**config.mk**
```make
export PLATFORM = sky130hd
export DESIGN_NAME = coin_emitter
export DESIGN_NICKNAME = d
export VERILOG_FILES = /design/src/rtl/coin_emitter.sv
export SDC_FILE = /design/constraint.sdc
export NUM_CORES = 1
export LEC_CHECK = 0
export CAP_MARGIN = 20
export CORE_ASPECT_RATIO = 1.1
export CORE_MARGIN = 4
export CORE_UTILIZATION = 54
export CTS_BUF_LIST = sky130_fd_sc_hd__clkbuf_8
export DETAILED_ROUTE_END_ITERATION = 8
export GPL_ROUTABILITY_DRIVEN = 0
export GPL_TIMING_DRIVEN = 0
export HOLD_SLACK_MARGIN = 0.02
export PLACE_DENSITY = 0.78
export SYNTH_ARGS = -nofsm -noshare
export SYNTH_HDL_FRONTEND = slang
export SYNTH_SLANG_ARGS = --single-unit
```
**constraint.sdc**
```tcl
create_clock -name clk -period 2.2 [get_ports clk]
set_input_delay 0.44 -clock clk [delete_from_list [all_inputs] [get_ports clk]]
set_output_delay 0.44 -clock clk [all_outputs]
set_load 0.02 [all_outputs]
```
**src/rtl/coin_emitter.sv**
```systemverilog
// Coin pulse emitter: turns an accepted coin count into a burst of active-low
// pulses on pulse_out, then holds the line idle long enough for the acceptor to commit.
module coin_emitter #(
  parameter int  PULSE_LOW_CYCLES  = 600_000,
  parameter int  PULSE_HIGH_CYCLES = 1_200_000,
  parameter int  COMMIT_GAP_CYCLES = 4_000_000,
  localparam int MAX_PULSE_COUNT   = 50,
  localparam int COIN_WIDTH        = 6
) (
  input  logic                  clk,
  input  logic                  rst_n,
  input  logic [COIN_WIDTH-1:0] coin_in,
  input  logic                  coin_valid,
  output logic                  coin_ready,
  output logic                  pulse_out,
  output logic                  busy,
  output logic                  done,
  output logic                  reject,
  output logic [1:0]            state_dbg
);

  // Handshake: a request is taken on a rising edge where coin_valid && coin_ready;
  // coin_ready is high only in IDLE, so inputs are ignored for the whole burst.

  localparam int MAX_LH  = (PULSE_LOW_CYCLES > PULSE_HIGH_CYCLES) ? PULSE_LOW_CYCLES : PULSE_HIGH_CYCLES;
  localparam int MAX_CYC = (MAX_LH > COMMIT_GAP_CYCLES) ? MAX_LH : COMMIT_GAP_CYCLES;
  localparam int PHASE_W = $clog2(MAX_CYC) + 1;

  localparam logic [PHASE_W-1:0] LOW_LAST  = PHASE_W'(PULSE_LOW_CYCLES - 1);
  localparam logic [PHASE_W-1:0] HIGH_LAST = PHASE_W'(PULSE_HIGH_CYCLES - 1);
  localparam logic [PHASE_W-1:0] GAP_LAST  = PHASE_W'(COMMIT_GAP_CYCLES - 1);

  typedef enum logic [1:0] {
    IDLE = 2'd0,
    LOW  = 2'd1,
    HIGH = 2'd2,
    GAP  = 2'd3
  } state_t;

  state_t                state;
  logic [COIN_WIDTH-1:0] remaining;
  logic [PHASE_W-1:0]    phase;

  assign coin_ready = (state == IDLE);
  assign busy       = (state != IDLE);
  assign state_dbg  = state;

  always_ff @(posedge clk) begin
    if (!rst_n) begin
      state     <= IDLE;
      pulse_out <= 1'b1;
      done      <= 1'b0;
      reject    <= 1'b0;
      remaining <= '0;
      phase     <= '0;
    end else begin
      done   <= 1'b0;
      reject <= 1'b0;
      case (state)
        IDLE: begin
          if (coin_valid) begin
            if (coin_in == '0 || coin_in > COIN_WIDTH'(MAX_PULSE_COUNT)) begin
              reject <= 1'b1;
            end else begin
              remaining <= coin_in;
              phase     <= '0;
              pulse_out <= 1'b0;
              state     <= LOW;
            end
          end
        end
        LOW: begin
          if (phase == LOW_LAST) begin
            // The last pulse goes straight to the commit gap, skipping HIGH.
            remaining <= remaining - COIN_WIDTH'(1);
            phase     <= '0;
            pulse_out <= 1'b1;
            state     <= (remaining == COIN_WIDTH'(1)) ? GAP : HIGH;
          end else begin
            phase <= phase + PHASE_W'(1);
          end
        end
        HIGH: begin
          if (phase == HIGH_LAST) begin
            phase     <= '0;
            pulse_out <= 1'b0;
            state     <= LOW;
          end else begin
            phase <= phase + PHASE_W'(1);
          end
        end
        GAP: begin
          if (phase == GAP_LAST) begin
            phase <= '0;
            done  <= 1'b1;
            state <= IDLE;
          end else begin
            phase <= phase + PHASE_W'(1);
          end
        end
        default: state <= IDLE;
      endcase
    end
  end

endmodule
```
==> results.yml, run 1 <==
run_status:
  outcome: "finished with violations"
  violations: "negative setup slack"
power:
  power_frac_seq: 0.441
  clkPwrFrac: 0.319
  vdd_drop_max_uv: 420.7
  switching_share: 0.3042
  p_leak_uw: 0.0009916
  power.internal_uw: 1048
  power-per-cell-area_nw_per_um2: 585.9
  power_switching_uw: 458.3
  p_comb_frac: 0.240
route:
  dr_wl_met3_um: 382
  wl_mm: 5.483
  detail_route.vias_per_cell: 6.144
  drt_iter0_drc: 177
  vias: 2052
  antenna_left: 0
  highest_layer: "met4"
  drcViolationCount: 0
  drt-pass1-iter-count: 4
  drt-met1-wl_mm: 2.453
  wl_per_cell_um: 16.42
  met2WireLength_mm: 2.536
worst_setup_path:
  rr_startpoint: "phase[15]"
  end_kind: "register"
  required_ps: 2360
  path_class: "register to register"
  startpoint_type: "register"
  crit_arrival_ps: 2480
  reg2reg_to: "pulse_out"
  rrSetupSlack_ps: -120
  worstRegToRegCells: 9
  crit_fanout: 4
sta:
  min_period_over_period: 1.054
  max_freq_ghz: 0.4312
  finalWorstSetupSlack_ps: -119.1
  rsz0062_at_grt: "true"
  final.min_clock_period_ps: 2319
  tightest_slew_ps: 617.1
  drv_slew: 0
  worst_clock_skew_ps: 5.338
  relSlewSlack: 0.5830
  setup-violations-final: 22
  hold_viol: 0
place:
  place_inst: 308
  port_buffers: 15
  pre_cts_ws_ps: -357.6
  hpwl_mm: 3.573
logic_synthesis:
  synth-main-ff-cell: "dfxtp_1"
  synth_cell_type_count: 50
  seq_area_frac_synth: 0.3469
  synth-edff-count: 0
  synth_cells: 245
  postSynthAreaPerCell_sq_um: 8.008
  syn-cell-area_sq_um: 1962
  synth-warning-count: 0
  syn_nets: 257
  ys_async_sr_fraction: 0
  ys_seq_elements: 34
finish:
  instances_no_fill: 334
  area_delta_synth_final_pct: 31.06
  layout_common_cells: "30 x dfxtp_1, 26 x nand2_1, 15 x buf_4"
  insertedDiodeCount: 0
  fin_util: 0.7533
  final_nets: 297
  register_area_sq_um: 690.7
  multi_input_area_sq_um: 1309
  layout_commonest_cell: "dfxtp_1"
  nFillCells: 252
  drive_gt1_frac: 0.2028
global_route:
  antenna_found_initial: 0
  track_usage: 0.2380
  grt_max_degree: 11
  gr-total-overflow: 0
  grt_pass1_wl_mm: 8.707
  grt_pass1_vias: 1885
clock_network:
  clock_sink_count: 34
  cts_tree: "yes"
  cts-htree-levels: 2
  cts_hold_buf: 0
  cts_made_buffers: 5
  clock_latency_ps: 290
  cts-root-buf: "clkbuf_8"
  clock_path_buffers: 2
  path_clk_slew_ps: 70
min_path:
  min_path_type: "register to register"
  worstHoldPathCells: 2
  min_from: "pulse_out"
  hold_path_end: "pulse_out"
floorplanning:
  fp.dieH_um: 71.22
  die_x_um: 65.47
  pin_count: 16
  num_rows: 22
  start_util: 0.5748
  core_area_sq_um: 3413
  die_area_sq_um: 4662
flow_run:
  drv_cap: 0
what timing repair did:
action                                  CTS  global route
pin swaps                                 4            15
resized for setup                        26            25
endpoints found under the setup margin   23            30
gates cloned                              2             0
buffers inserted                         10             6
metal layers:
layer	global-route usage	vias up
met3	0.05172	12
met5	0	-
met2	0.3836	79
li1	-	1004
met4	0.09677	0
met1	0.3077	957
flip-flops by register name (all words and copies together) (netlist names):
register   flops
phase         23
remaining      6
state_dbg      2
done           1
pulse_out      1
reject         1
cells by family after synthesis:
| kind of cell | after synthesis | share of synthesized area |
|---|---|---|
| AOI/OAI and AO/OA | 76 | 0.2634 |
| xor gates and xnor gates | 2 | 0.008930 |
| adders and majority gates | 3 | 0.01913 |
| buffers and inverters | 20 | 0.04592 |
| DFF | 34 | 0.3469 |
| and+or+nand+nor | 110 | 0.3157 |
worst max-delay path: stages (launching register included):
cell and delay (ps):
dfxtp_4 360, or4_4 520, nor4_4 270, buf_4 200, a41oi_4 170, buf_4 200, buf_6 100, buf_4 120
o31ai_2 160, nand3_1 90
how the worst max path moves through the flow:
stage               start        end  slack (ps)
2_1_floorplan    phase[0]   phase[1]          -9
3_3_place_gp   coin_in[0]  phase[14]        -330
3_5_place_dp   coin_in[0]  phase[14]        -360
4_1_cts         phase[15]  phase[16]         0.5
5_1_grt         phase[15]  phase[10]        -190
6_report        phase[15]  pulse_out        -120
cell usage after synthesis, types with 8 or more instances:
cell type | number | area (sq um)
o21ai_1 | 8 | 40.04
nand3_1 | 13 | 65.06
nand2_1 | 26 | 97.59
nor4_1 | 8 | 50.05
nor2_1 | 12 | 45.04
dfxtp_1 | 34 | 680.7
a21o_1 | 13 | 97.59
nor3_1 | 10 | 50.05
a21oi_1 | 15 | 75.07
inv_1 | 8 | 30.03
o21ai_0 | 8 | 40.04
and3_1 | 9 | 56.30
power by group through the flow:
stage,Combinational (uW),Clock (uW),Sequential [uW]
floorplan,192,0,679
global placement,285,0,678
detailed placement,288,0,678
CTS,320,486,664
global route,394,507,667
finish,361,480,665
layout make-up:
class / instances / share of cell area
Clock buffer: 6 / 0.03212
Multi-Input combinational cell: 191 / 0.5090
Inverter: 8 / 0.01168
Clock inverter: 2 / 0.003406
Tap cell: 48 / 0.02336
Timing Repair Buffer: 33 / 0.1192
Sequential cell: 34 / 0.2686
Buffer: 12 / 0.03260
per-stage QoR:
step                      power, uW  area, sq um  hold WS (ps)  TNS (ps)
after detailed placement      966.2         2172         483.9     -6257
after CTS                      1470         2456         493.7         0
after global routing           1569         2571         495.4     -3405
after floorplan               870.9         1962         457.3    -75.53
final                          1506         2571         485.7     -1649
after global placement        962.2         2172         476.2     -5971
No activity file was read; power rests on OpenSTA's default activity.
==> run 2, diff against run 1 <==
--- a/config.mk
+++ b/config.mk
@@ -11,7 +11,6 @@
 export CORE_UTILIZATION = 54
 export CTS_BUF_LIST = sky130_fd_sc_hd__clkbuf_8
 export DETAILED_ROUTE_END_ITERATION = 8
-export GPL_ROUTABILITY_DRIVEN = 0
 export GPL_TIMING_DRIVEN = 0
 export HOLD_SLACK_MARGIN = 0.02
 export PLACE_DENSITY = 0.78
==> results of run 2 <==
No change in the layout: final DEF, timing and power equal those of run 1.
==> run 3, diff against run 2 <==
--- a/config.mk
+++ b/config.mk
@@ -5,15 +5,16 @@
 export SDC_FILE = /design/constraint.sdc
 export NUM_CORES = 1
 export LEC_CHECK = 0
+export ABC_AREA = 1
 export CAP_MARGIN = 20
 export CORE_ASPECT_RATIO = 1.1
 export CORE_MARGIN = 4
-export CORE_UTILIZATION = 54
+export CORE_UTILIZATION = 56
 export CTS_BUF_LIST = sky130_fd_sc_hd__clkbuf_8
 export DETAILED_ROUTE_END_ITERATION = 8
 export GPL_TIMING_DRIVEN = 0
 export HOLD_SLACK_MARGIN = 0.02
-export PLACE_DENSITY = 0.78
+export PLACE_DENSITY = 0.79
 export SYNTH_ARGS = -nofsm -noshare
 export SYNTH_HDL_FRONTEND = slang
 export SYNTH_SLANG_ARGS = --single-unit
==> results.yml, run 3 <==
finish:
  area_delta_synth_final_pct: 13.23
  layout_common_cells: "113 x nand2_1, 57 x nor2_1, 36 x inv_1"
  layout_commonest_cell: "nand2_1"
  nFillCells: 417
  largest_reg_flops: 23
  multi_input_area_sq_um: 1569
  regMostFlops: "phase"
  insertedDiodeCount: 0
  drive_gt1_frac: 0.1563
  final_nets: 427
  fin_util: 0.6546
  register_area_sq_um: 680.7
logic_synthesis:
  seq_area_frac_synth: 0.2747
  ys_seq_elements: 34
  yosysTopAreaCellShare: 0.2747
  postSynthAreaPerCell_sq_um: 6.304
  synth-warning-count: 0
  syn-cell-area_sq_um: 2477
  synth_cell_type_count: 29
  ys_async_sr_fraction: 0
  syn_nets: 405
  synth-edff-count: 0
  synth_cells: 393
  synth_commonest_cells: "113 x nand2_1, 57 x nor2_1, 35 x inv_1"
  synth-main-ff-cell: "dfxtp_1"
  yosys.cell_count.top_type: "nand2_1"
  synth.area.top_cells: "dfxtp_1 27%, nand2_1 17%, nor2_1 8.6%"
  synth_top_cell_by_area: "dfxtp_1"
power:
  power-per-cell-area_nw_per_um2: 534.6
  p_leak_uw: 0.001091
  vdd_drop_max_uv: 367.6
flow_run:
  drv_cap: 0
place:
  hpwl_mm: 4.750
  port_buffers: 15
  gp_congestion: 0.8873
global_route:
  grt_pass1_vias: 2317
  grt_pass1_wl_mm: 10.45
  antenna_found_initial: 0
  track_usage: 0.2359
  gr-total-overflow: 0
  grt_max_degree: 12
sta:
  worst_clock_skew_ps: 9.301
  max_freq_ghz: 0.4760
  setup-violations-final: 0
  tightest_slew_ps: 761.4
  drv_slew: 0
  rsz0062_at_grt: "false"
  final.min_clock_period_ps: 2101
  min_period_over_period: 0.9549
  tns_ps: 0
  hold_viol: 0
  relSlewSlack: 0.4924
clock_network:
  cts-htree-levels: 2
  cts-root-buf: "clkbuf_8"
  post_cts_resized: 0
  cts_hold_buf: 0
  clock_path_buffers: 2
  post_cts_buffers: 0
  path_clk_slew_ps: 80
  cts_tree: "yes"
  clock_latency_ps: 290
  clock_sink_count: 34
  cts_made_buffers: 5
run_status:
  outcome: "finished clean"
worst_setup_path:
  startpoint_type: "register"
  crit_arrival_ps: 1660
  critical_path.cell_chain: "buf_2 -> nor2_4 -> inv_1 -> clkdlybuf4s50_1"
  path_delay_family: "buffers and inverters"
  path_class: "register to primary output"
  crit_path_top_delay_cell: "clkdlybuf4s50_1"
  required_ps: 1760
  end_kind: "primary output"
  max_stage_delay_ps: 610
  rr_startpoint: "phase[1]"
  crit_fanout: 10
  path_buf_inv: 3
  startpoint: "state_dbg[0]"
floorplanning:
  start_util: 0.5781
  die_area_sq_um: 5553
  core_area_sq_um: 4285
  num_rows: 25
  die_x_um: 71.42
  fp.dieH_um: 77.76
  pin_count: 16
route:
  antenna_left: 0
  wl_per_cell_um: 13.11
  vias: 2521
  drcViolationCount: 0
  wl_mm: 6.163
  drt_iter0_drc: 128
  drt-pass1-iter-count: 4
  detail_route.vias_per_cell: 5.364
min_path:
  min_from: "pulse_out"
  min_path_type: "register to register"
## run 3: cell types whose count changed after synthesis, sizes merged, moves of 8 or more
cell,change
nand2,+103
nand3,+19
nor3,-10
inv,+35
a21o,-13
a21oi,+13
nor4,-8
and3,-10
nor2,+56
## run 3: metrics by stage
stage          power (uW)  setup slack, ps  area (sq um)  hold slack, ps  std cells
2_1_floorplan       843.3            653.0          2477           464.2        393
3_3_place_gp        921.3            92.46          2695           437.3        462
3_5_place_dp        926.0            52.06          2695           462.3        462
4_1_cts              1506            101.0          2805           474.2        470
5_1_grt              1563            31.42          2805           493.2        470
6_report             1500            99.30          2805           469.6        470
## run 3: tightest hold or removal path, cell delays in order, from the launching register on
cell	delay, ps
dfxtp_1	320
nand2_1	70
nand2_1	40
## run 3: area by class of cell
type / instances / share of cell area
Multi-Input combinational cell: 302 / 0.5593
Sequential cell: 34 / 0.2426
Inverter: 48 / 0.06423
Timing Repair Buffer: 15 / 0.05352
Clock buffer: 5 / 0.02453
Tap cell: 54 / 0.02409
Buffer: 9 / 0.01695
Clock inverter: 3 / 0.01472
## run 3: metal layers
layer | vias up | wire length (um) | GRT usage
met5 | - | 0 | 0
met4 | 0 | 180 | 0.1034
met3 | 17 | 272 | 0.04404
met2 | 61 | 3050 | 0.4017
met1 | 1152 | 2659 | 0.2846
li1 | 1291 | - | -
## run 3: path summary, 6_finish.rpt
path,slack (ps),cells after the start,end
max,100,4,busy
min,470,2,pulse_out
max reg2reg,450,9,phase[16]
min reg2reg,470,2,pulse_out
## run 3: cell families after synthesis
kind of cell	synth area share
XOR/XNOR	0.03889
buffers and inverters	0.09192
AO/OA/AOI/OAI	0.1152
AND/OR/NAND/NOR	0.4641
flip-flops	0.2747
adder cells (fa/ha/maj)	0.01515
## run 3: power by group
group	total [uW]	internal, uW	switching (uW)
Clock	586	334	253
Sequential	652	635	17.0
Combinational	261	98.0	163
